<file path="config.mk">
export PLATFORM = sky130hd
export DESIGN_NAME = agu_dcache_arbiter_flat
export DESIGN_NICKNAME = d
export VERILOG_FILES = /design/src/rtl/agu_dcache_arbiter_pkg.sv /design/src/rtl/agu_dcache_arbiter_if.sv /design/src/rtl/agu_dcache_arbiter_starve_cnt.sv /design/src/rtl/agu_dcache_arbiter.sv /design/src/flat_wrapper.sv
export SDC_FILE = /design/constraint.sdc
export NUM_CORES = 1
export LEC_CHECK = 0
export CAP_MARGIN = 20
export CORE_AREA = 4 4 92 94
export CTS_CLUSTER_SIZE = 12
export DETAILED_ROUTE_END_ITERATION = 6
export DIE_AREA = 0 0 96 98
export PLACE_DENSITY = 0.85
export SLEW_MARGIN = 20
export SYNTH_ARGS = -nofsm -noshare
export SYNTH_HDL_FRONTEND = slang
export SYNTH_HIERARCHICAL = 1
export SYNTH_SLANG_ARGS = --single-unit
</file>
<file path="constraint.sdc">
create_clock -name i_clk -period 4.9 [get_ports i_clk]
set_input_delay 1.47 -clock i_clk [delete_from_list [all_inputs] [get_ports i_clk]]
set_output_delay 1.47 -clock i_clk [all_outputs]
set_load 0.02 [all_outputs]
</file>
<file path="src/rtl/agu_dcache_arbiter_pkg.sv">
// Shared types and default sizes for the AGU <-> dcache port arbiter.
package agu_dcache_arbiter_pkg;

  localparam int W_REG          = 7;
  localparam int W_BRM          = 4;
  localparam int W_MEM          = 4;
  localparam int W_DATA         = 32;
  localparam int STARVE_MAX_DEF = 4;
  localparam int MAX_RETRY_DEF  = 7;

  typedef enum logic [1:0] {
    IDLE    = 2'd0,
    LD_WAIT = 2'd1,
    ST_WAIT = 2'd2,
    REPLAY  = 2'd3
  } state_t;

  typedef struct packed {
    logic              is_st;
    logic [W_MEM-1:0]  addr;
    logic [W_DATA-1:0] data;
    logic [W_REG-1:0]  rd;
    logic [W_BRM-1:0]  brmask;
  } req_t;

endpackage

</file>
<file path="src/rtl/agu_dcache_arbiter_if.sv">
// Load/store request, dcache and write-back signals of the arbiter, bundled.
interface agu_dcache_arbiter_if;
  import agu_dcache_arbiter_pkg::*;

  logic              i_ld_val;
  logic [W_MEM-1:0]  i_ld_addr;
  logic [W_REG-1:0]  i_ld_rd;
  logic [W_BRM-1:0]  i_ld_brmask;
  logic              o_ld_rdy;
  logic              i_st_val;
  logic [W_MEM-1:0]  i_st_addr;
  logic [W_DATA-1:0] i_st_data;
  logic              o_st_rdy;
  logic [W_BRM-1:0]  i_brkill;
  logic [W_MEM-1:0]  dcache_i_addr;
  logic [W_DATA-1:0] dcache_i_data;
  logic              dcache_i_we;
  logic              dcache_i_kill;
  logic [W_DATA-1:0] dcache_o_data;
  logic              dcache_o_nack;
  logic              o_val;
  logic [W_DATA-1:0] o_data;
  logic [W_REG-1:0]  o_addr;
  logic              o_exc;

  modport slave (
    input  i_ld_val, i_ld_addr, i_ld_rd, i_ld_brmask, i_st_val, i_st_addr, i_st_data,
           i_brkill, dcache_o_data, dcache_o_nack,
    output o_ld_rdy, o_st_rdy, dcache_i_addr, dcache_i_data, dcache_i_we, dcache_i_kill,
           o_val, o_data, o_addr, o_exc
  );

  modport master (
    output i_ld_val, i_ld_addr, i_ld_rd, i_ld_brmask, i_st_val, i_st_addr, i_st_data,
           i_brkill, dcache_o_data, dcache_o_nack,
    input  o_ld_rdy, o_st_rdy, dcache_i_addr, dcache_i_data, dcache_i_we, dcache_i_kill,
           o_val, o_data, o_addr, o_exc
  );

endinterface

</file>
<file path="src/rtl/agu_dcache_arbiter_starve_cnt.sv">
// Saturating cycle counter; o_sat flags that the count has reached MAX.
module agu_starve_cnt #(
  parameter int MAX = 4
) (
  input  logic i_clk,
  input  logic i_rst_n,
  input  logic i_inc,
  input  logic i_clr,
  output logic o_sat
);
  localparam int W = $clog2(MAX + 1);

  logic [W-1:0] cnt_q, cnt_d;

  assign o_sat = (cnt_q == W'(MAX));

  always_comb begin
    cnt_d = cnt_q;
    if (i_clr)
      cnt_d = '0;
    else if (i_inc && !o_sat)
      cnt_d = cnt_q + W'(1);
  end

  always_ff @(posedge i_clk) begin
    if (!i_rst_n)
      cnt_q <= '0;
    else
      cnt_q <= cnt_d;
  end

endmodule

</file>
<file path="src/rtl/agu_dcache_arbiter.sv">
// Shares one dcache port between the LAQ head and the committed SAQ head, one access in flight.
// state   | meaning
// IDLE    | no access outstanding, may grant
// LD_WAIT | load response cycle: kill, nack or write back (and re-grant)
// ST_WAIT | store response cycle: nack or done (and re-grant)
// REPLAY  | reissue the latched access after a nack
module agu_dcache_arbiter
  import agu_dcache_arbiter_pkg::*;
#(
  parameter int STARVE_MAX = STARVE_MAX_DEF,
  parameter int MAX_RETRY  = MAX_RETRY_DEF
) (
  input  logic               i_clk,
  input  logic               i_rst_n,
  agu_dcache_arbiter_if.slave bus
);
  localparam int RW = $clog2(MAX_RETRY + 1);

  state_t            state_q, state_d;
  req_t              req_q, req_d;
  logic [RW-1:0]     retry_q, retry_d, retry_inc;
  logic              st_sat, can_grant, ld_ok, grant_ld, grant_st, kill_hit;
  logic              ld_rdy, st_rdy, c_we, c_kill, wb_val, exc;
  logic [W_MEM-1:0]  c_addr;
  logic [W_DATA-1:0] c_data, wb_data;
  logic [W_REG-1:0]  wb_addr;

  agu_starve_cnt #(.MAX(STARVE_MAX)) u_st_age (
    .i_clk   (i_clk),
    .i_rst_n (i_rst_n),
    .i_inc   (bus.i_st_val & ~grant_st),
    .i_clr   (grant_st),
    .o_sat   (st_sat)
  );

  always_comb begin
    state_d   = state_q;
    req_d     = req_q;
    retry_d   = retry_q;
    retry_inc = retry_q + RW'(1);
    kill_hit  = (req_q.brmask & bus.i_brkill) != '0;
    can_grant = 1'b0;
    ld_ok     = 1'b0;
    grant_ld  = 1'b0;
    grant_st  = 1'b0;
    ld_rdy    = 1'b0;
    st_rdy    = 1'b0;
    c_addr    = '0;
    c_data    = '0;
    c_we      = 1'b0;
    c_kill    = 1'b0;
    wb_val    = 1'b0;
    wb_data   = '0;
    wb_addr   = '0;
    exc       = 1'b0;

    unique case (state_q)
      IDLE: can_grant = 1'b1;
      LD_WAIT, ST_WAIT: begin
        // committed stores are never killed, so kill_hit only matters for loads
        if (state_q == LD_WAIT && kill_hit) begin
          c_kill  = 1'b1;
          state_d = IDLE;
        end else if (bus.dcache_o_nack) begin
          retry_d = retry_inc;
          if (retry_inc == RW'(MAX_RETRY)) begin
            exc     = 1'b1;
            state_d = IDLE;
          end else begin
            state_d = REPLAY;
          end
        end else begin
          wb_val    = (state_q == LD_WAIT);
          wb_data   = (state_q == LD_WAIT) ? bus.dcache_o_data : '0;
          wb_addr   = (state_q == LD_WAIT) ? req_q.rd : '0;
          can_grant = 1'b1;
          state_d   = IDLE;
        end
      end
      REPLAY: begin
        c_addr  = req_q.addr;
        c_data  = req_q.is_st ? req_q.data : '0;
        c_we    = req_q.is_st;
        state_d = req_q.is_st ? ST_WAIT : LD_WAIT;
      end
      default: state_d = IDLE;
    endcase

    if (can_grant) begin
      ld_ok = bus.i_ld_val && ((bus.i_ld_brmask & bus.i_brkill) == '0);
      if (bus.i_st_val && (st_sat || !ld_ok))
        grant_st = 1'b1;
      else if (ld_ok)
        grant_ld = 1'b1;
    end

    if (grant_ld) begin
      ld_rdy  = 1'b1;
      c_addr  = bus.i_ld_addr;
      req_d   = '{is_st: 1'b0, addr: bus.i_ld_addr, data: '0, rd: bus.i_ld_rd, brmask: bus.i_ld_brmask};
      retry_d = '0;
      state_d = LD_WAIT;
    end else if (grant_st) begin
      st_rdy  = 1'b1;
      c_addr  = bus.i_st_addr;
      c_data  = bus.i_st_data;
      c_we    = 1'b1;
      req_d   = '{is_st: 1'b1, addr: bus.i_st_addr, data: bus.i_st_data, rd: '0, brmask: '0};
      retry_d = '0;
      state_d = ST_WAIT;
    end
  end

  always_ff @(posedge i_clk) begin
    if (!i_rst_n) begin
      state_q <= IDLE;
      req_q   <= '0;
      retry_q <= '0;
    end else begin
      state_q <= state_d;
      req_q   <= req_d;
      retry_q <= retry_d;
    end
  end

  // outputs held quiet while reset is asserted, even mid-access
  assign bus.o_ld_rdy      = i_rst_n & ld_rdy;
  assign bus.o_st_rdy      = i_rst_n & st_rdy;
  assign bus.dcache_i_we   = i_rst_n & c_we;
  assign bus.dcache_i_kill = i_rst_n & c_kill;
  assign bus.o_val         = i_rst_n & wb_val;
  assign bus.o_exc         = i_rst_n & exc;
  assign bus.dcache_i_addr = i_rst_n ? c_addr : '0;
  assign bus.dcache_i_data = i_rst_n ? c_data : '0;
  assign bus.o_data        = i_rst_n ? wb_data : '0;
  assign bus.o_addr        = i_rst_n ? wb_addr : '0;

endmodule

</file>
<file path="src/flat_wrapper.sv">
// flat-port wrapper written by rule: the top's interface ports become plain ports
module agu_dcache_arbiter_flat import agu_dcache_arbiter_pkg::*;
#(
  parameter int STARVE_MAX = STARVE_MAX_DEF,
  parameter int MAX_RETRY  = MAX_RETRY_DEF
)
  (i_clk, i_rst_n, bus_i_ld_val, bus_i_ld_addr, bus_i_ld_rd, bus_i_ld_brmask, bus_i_st_val, bus_i_st_addr, bus_i_st_data, bus_i_brkill, bus_dcache_o_data, bus_dcache_o_nack, bus_o_ld_rdy, bus_o_st_rdy, bus_dcache_i_addr, bus_dcache_i_data, bus_dcache_i_we, bus_dcache_i_kill, bus_o_val, bus_o_data, bus_o_addr, bus_o_exc);
  agu_dcache_arbiter_if bus_i ();
  input  logic i_clk;
  input  logic i_rst_n;
  input wire logic [$bits(bus_i.i_ld_val)-1:0] bus_i_ld_val;
  input wire logic [$bits(bus_i.i_ld_addr)-1:0] bus_i_ld_addr;
  input wire logic [$bits(bus_i.i_ld_rd)-1:0] bus_i_ld_rd;
  input wire logic [$bits(bus_i.i_ld_brmask)-1:0] bus_i_ld_brmask;
  input wire logic [$bits(bus_i.i_st_val)-1:0] bus_i_st_val;
  input wire logic [$bits(bus_i.i_st_addr)-1:0] bus_i_st_addr;
  input wire logic [$bits(bus_i.i_st_data)-1:0] bus_i_st_data;
  input wire logic [$bits(bus_i.i_brkill)-1:0] bus_i_brkill;
  input wire logic [$bits(bus_i.dcache_o_data)-1:0] bus_dcache_o_data;
  input wire logic [$bits(bus_i.dcache_o_nack)-1:0] bus_dcache_o_nack;
  output wire logic [$bits(bus_i.o_ld_rdy)-1:0] bus_o_ld_rdy;
  output wire logic [$bits(bus_i.o_st_rdy)-1:0] bus_o_st_rdy;
  output wire logic [$bits(bus_i.dcache_i_addr)-1:0] bus_dcache_i_addr;
  output wire logic [$bits(bus_i.dcache_i_data)-1:0] bus_dcache_i_data;
  output wire logic [$bits(bus_i.dcache_i_we)-1:0] bus_dcache_i_we;
  output wire logic [$bits(bus_i.dcache_i_kill)-1:0] bus_dcache_i_kill;
  output wire logic [$bits(bus_i.o_val)-1:0] bus_o_val;
  output wire logic [$bits(bus_i.o_data)-1:0] bus_o_data;
  output wire logic [$bits(bus_i.o_addr)-1:0] bus_o_addr;
  output wire logic [$bits(bus_i.o_exc)-1:0] bus_o_exc;
  assign bus_i.i_ld_val = bus_i_ld_val;
  assign bus_i.i_ld_addr = bus_i_ld_addr;
  assign bus_i.i_ld_rd = bus_i_ld_rd;
  assign bus_i.i_ld_brmask = bus_i_ld_brmask;
  assign bus_i.i_st_val = bus_i_st_val;
  assign bus_i.i_st_addr = bus_i_st_addr;
  assign bus_i.i_st_data = bus_i_st_data;
  assign bus_i.i_brkill = bus_i_brkill;
  assign bus_i.dcache_o_data = bus_dcache_o_data;
  assign bus_i.dcache_o_nack = bus_dcache_o_nack;
  assign bus_o_ld_rdy = bus_i.o_ld_rdy;
  assign bus_o_st_rdy = bus_i.o_st_rdy;
  assign bus_dcache_i_addr = bus_i.dcache_i_addr;
  assign bus_dcache_i_data = bus_i.dcache_i_data;
  assign bus_dcache_i_we = bus_i.dcache_i_we;
  assign bus_dcache_i_kill = bus_i.dcache_i_kill;
  assign bus_o_val = bus_i.o_val;
  assign bus_o_data = bus_i.o_data;
  assign bus_o_addr = bus_i.o_addr;
  assign bus_o_exc = bus_i.o_exc;
  agu_dcache_arbiter #(.STARVE_MAX(STARVE_MAX), .MAX_RETRY(MAX_RETRY)) u_core (.i_clk(i_clk), .i_rst_n(i_rst_n), .bus(bus_i));
endmodule
</file>
==> impl_metrics.json <==
{
  "outcome": "complete, no violations",
  "io-pin-count": 173,
  "cts_root_buf": "sky130_fd_sc_hd__clkbuf_8",
  "std_cell_rows": 32,
  "netlist_instances": 435,
  "critPathArrivalTime_ns": 3.39,
  "drt-initial-drc-count": 224,
  "grt_antenna_before_repair": 1,
  "io_buffers": 172,
  "htreeDepth": 2,
  "hold_crit_path_type": "reg -> reg",
  "hold_ws_ns": 0.4723,
  "cts-root-to-sink-buffers": 2,
  "post_synth_and_or_nand_nor_area_fraction_pct": 30.14,
  "dieArea_sq_mm": 0.009408,
  "crit_path_cell_trace": "clkdlybuf4s50_1, or3b_4, nor3_4, o21ai_2, clkinv_4, buf_4, buf_16, a22oi_1, nor2_1, buf_4",
  "crit_required_ns": 3.43,
  "synth.cell_area_sq_mm": 0.003217,
  "post_synth_xor_area_fraction_pct": 0.8168,
  "asyncSetResetFlopFracSynth_pct": 0,
  "global_route_usage_over_all_layers_pct": 22.02,
  "synth-seq-area-share_pct": 34.85,
  "final_min_period_over_clock_period_pct": 99.19,
  "drt-total-wl_microns": 11540,
  "via_count": 3867,
  "leakage_nw": 2.349,
  "power.ir.vdd_worst_mv": 0.1794,
  "cts_tree": "done",
  "placed_cell_area_sq_mm": 0.005179,
  "slew_at_the_pin_closest_to_its_max_slew_limit_ns": 0.6307,
  "synth_top_family_by_area": "simple AND/OR/NAND/NOR gates",
  "grt-ovfl-total": 0,
  "tritoncts_buffers": 5,
  "synth.mux.area_fraction_pct": 0.6223,
  "report.final.slew_viol_count": 0,
  "clkLatencyLatePin_ns": 0.31,
  "effective_utilization_at_floorplan_pct": 42.06,
  "dieHeight_microns": 98,
  "first_global_vias": 3575,
  "finalCriticalPeriod_ns": 4.860,
  "antenna_left": 0,
  "drt-pass1-iter-count": 6,
  "core_sq_mm": 0.007647,
  "ys_types": 45,
  "wire_per_inst_microns": 15.87,
  "clkTransAtPathRegs_ns": 0.11,
  "critPathTopFamily": "buffers and inverters",
  "floorplan.die.width_microns": 96,
  "cts_sinks": 56,
  "design_area_sq_mm": 0.005314,
  "pin_count_of_the_biggest_net_entering_global_routing": 66,
  "worst_path_largest_cell_delay_ns": 0.42,
  "tns_ns": 0,
  "synthToLayoutAreaGrowth_pct": 65.19,
  "max_freq_mhz": 205.7,
  "path_common_cell": "sky130_fd_sc_hd__buf_4",
  "wire_length_of_the_first_global_routing_pass_microns": 16930,
  "drt_drc_violations_left": 0,
  "max_slew_margin_pct": 57.95,
  "cp_max_fo": 14,
  "final.setup_skew_ns": 0.01025,
  "pd_cells_mw_per_mm2": 329.9,
  "post_synth.cell_area_avg_sq_um": 7.395,
  "synth_compound_gate_area_share_pct": 23.42,
  "critPathBufInv": 5,
  "place_congestion": 0.8675,
  "number_of_flip_flops_and_latches_in_the_synthesized_netlist": 56,
  "endpoint_kind": "output port",
  "timing.critical_path.slowest_stage_cell": "sky130_fd_sc_hd__clkdlybuf4s50_1",
  "post-dp-hpwl_microns": 8232,
  "final_hold_violations": 0,
  "hold_buffers": 0,
  "crit_path_launch_type": "primary input",
  "synthesis.yosys.warnings": 6,
  "synth-edff-count": 0,
  "nNetsFinal": 723,
  "synth_adder_area_share_pct": 3.112,
  "final_number_of_setup_violating_endpoints": 0,
  "criticalPathCategory": "in -> out",
  "detail_route.vias_per_cell": 5.319,
  "post_route_cells_drive_above_1_share_pct": 17.79,
  "final_core_utilization_pct": 69.49,
  "max_cap_violations": 0,
  "synth_nets": 535,
  "yosys_most_used_dff": "sky130_fd_sc_hd__dfxtp_1"
}
[cell families after synthesis]
logic type | count (synthesis)
buffers and inverters | 48
and+or+nand+nor | 201
muxes | 2
DFF | 56
xor gates and xnor gates | 3
AOI/OAI and AO/OA | 117
adders and majority gates | 8
[stage by stage]
stage          power [mW]  std cells  setup slack [ns]
2_1_floorplan       1.072        435            0.5323
6_report            1.753        727           0.03968
3_5_place_dp        1.415        709           -0.4501
5_1_grt             1.862        727          -0.02521
4_1_cts             1.684        721          -0.02641
3_3_place_gp        1.389        709           -0.4044
[cells in the final DEF, fill, tap and decap left out, drive strengths merged, types with 6 or more instances in the layout]
cell / Yosys / routed
clkdlybuf4s50: 0 / 85
buf: 13 / 68
nand2: 62 / 62
dfxtp: 56 / 56
nor2: 48 / 48
dlygate4sd2: 0 / 43
and2: 40 / 40
o21ai: 40 / 40
a22oi: 36 / 36
nand3: 34 / 34
o22ai: 15 / 15
clkbuf: 23 / 14
inv: 11 / 11
a21oi: 10 / 10
ha: 8 / 8
dlymetal6s2s: 0 / 6
clkdlybuf4s15: 0 / 6
[what timing repair did]
| action | CTS | global route |
|---|---|---|
| gates resized for setup | 153 | 47 |
| setup buffers | 2 | 3 |
| pin swaps | 2 | 3 |
| endpoints found under the setup margin | 78 | 41 |
| gates cloned | 2 | 2 |
[where the power goes]
| group | total, mW | internal [mW] | switching (mW) |
|---|---|---|---|
| sequential | 0.583 | 0.535 | 0.0484 |
| combinational | 0.911 | 0.442 | 0.468 |
| clock | 0.259 | 0.103 | 0.156 |
[flip-flops by register name (all words and copies together) (netlist names)]
name,flops
u_core/retry_q,3
u_core/state_q,2
u_core/req_q,48
u_core/u_st_age/cnt_q,3
[synthesized netlist by cell type, drive strengths merged, types with 3 or more instances]
master,n,area share (%)
inv,11,1.3
a31oi,3,0.58
ha,8,3.1
nand3,34,5.3
dfxtp,56,35
o21ai,40,6.3
a2bb2oi,4,1.1
clkbuf,23,2.8
buf,13,2.9
nor3,4,0.97
a22oi,36,8.4
nand2,62,7.2
nor2,48,5.6
nand3b,3,0.70
a21oi,10,1.6
and2,40,7.8
o22ai,15,2.9
[area by class of cell]
class,instances,area [sq um]
Sequential cell,56,1121
Timing Repair Buffer,217,1977
Tap cell,102,127.6
Antenna cell,1,2.502
Multi-Input combinational cell,331,1944
Clock buffer,5,68.82
Inverter,12,50.05
Fill cell,606,2333
Clock inverter,3,22.52
[layer usage]
| layer | vias up | wire length (microns) | GRT usage, % | part of all wire (%) |
|---|---|---|---|---|
| met4 | 0 | 186 | 5.908 | 1.6 |
| met2 | 187 | 6084 | 40.73 | 53 |
| met3 | 24 | 1070 | 4.700 | 9.3 |
| li1 | 1887 | - | - | - |
| met5 | - | 0 | 0 | 0 |
| met1 | 1769 | 4194 | 24.84 | 36 |
[worst paths after layout]
| kind | startpoint | endpoint | slack (ns) | cells after the start |
|---|---|---|---|---|
| setup / recovery | bus_dcache_o_nack | bus_dcache_i_data[17] | 0.04 | 10 |
| hold / removal | u_core/req_q[18] | u_core/req_q[18] | 0.47 | 2 |
| setup reg to reg | u_core/state_q[0] | u_core/u_st_age/cnt_q[1] | 1.97 | 13 |
| hold reg to reg | u_core/req_q[18] | u_core/req_q[18] | 0.47 | 2 |
[worst register-to-register path: cells and delay by family, from the launching register on]
family	cells	cell delay, ns
simple gates	2	0.45
mux	1	0.21
compound gates	3	0.58
fa+ha+maj	1	0.38
flops	1	0.40
buf+inv	6	0.82
Note: power is estimated with default switching activity, not from simulation.
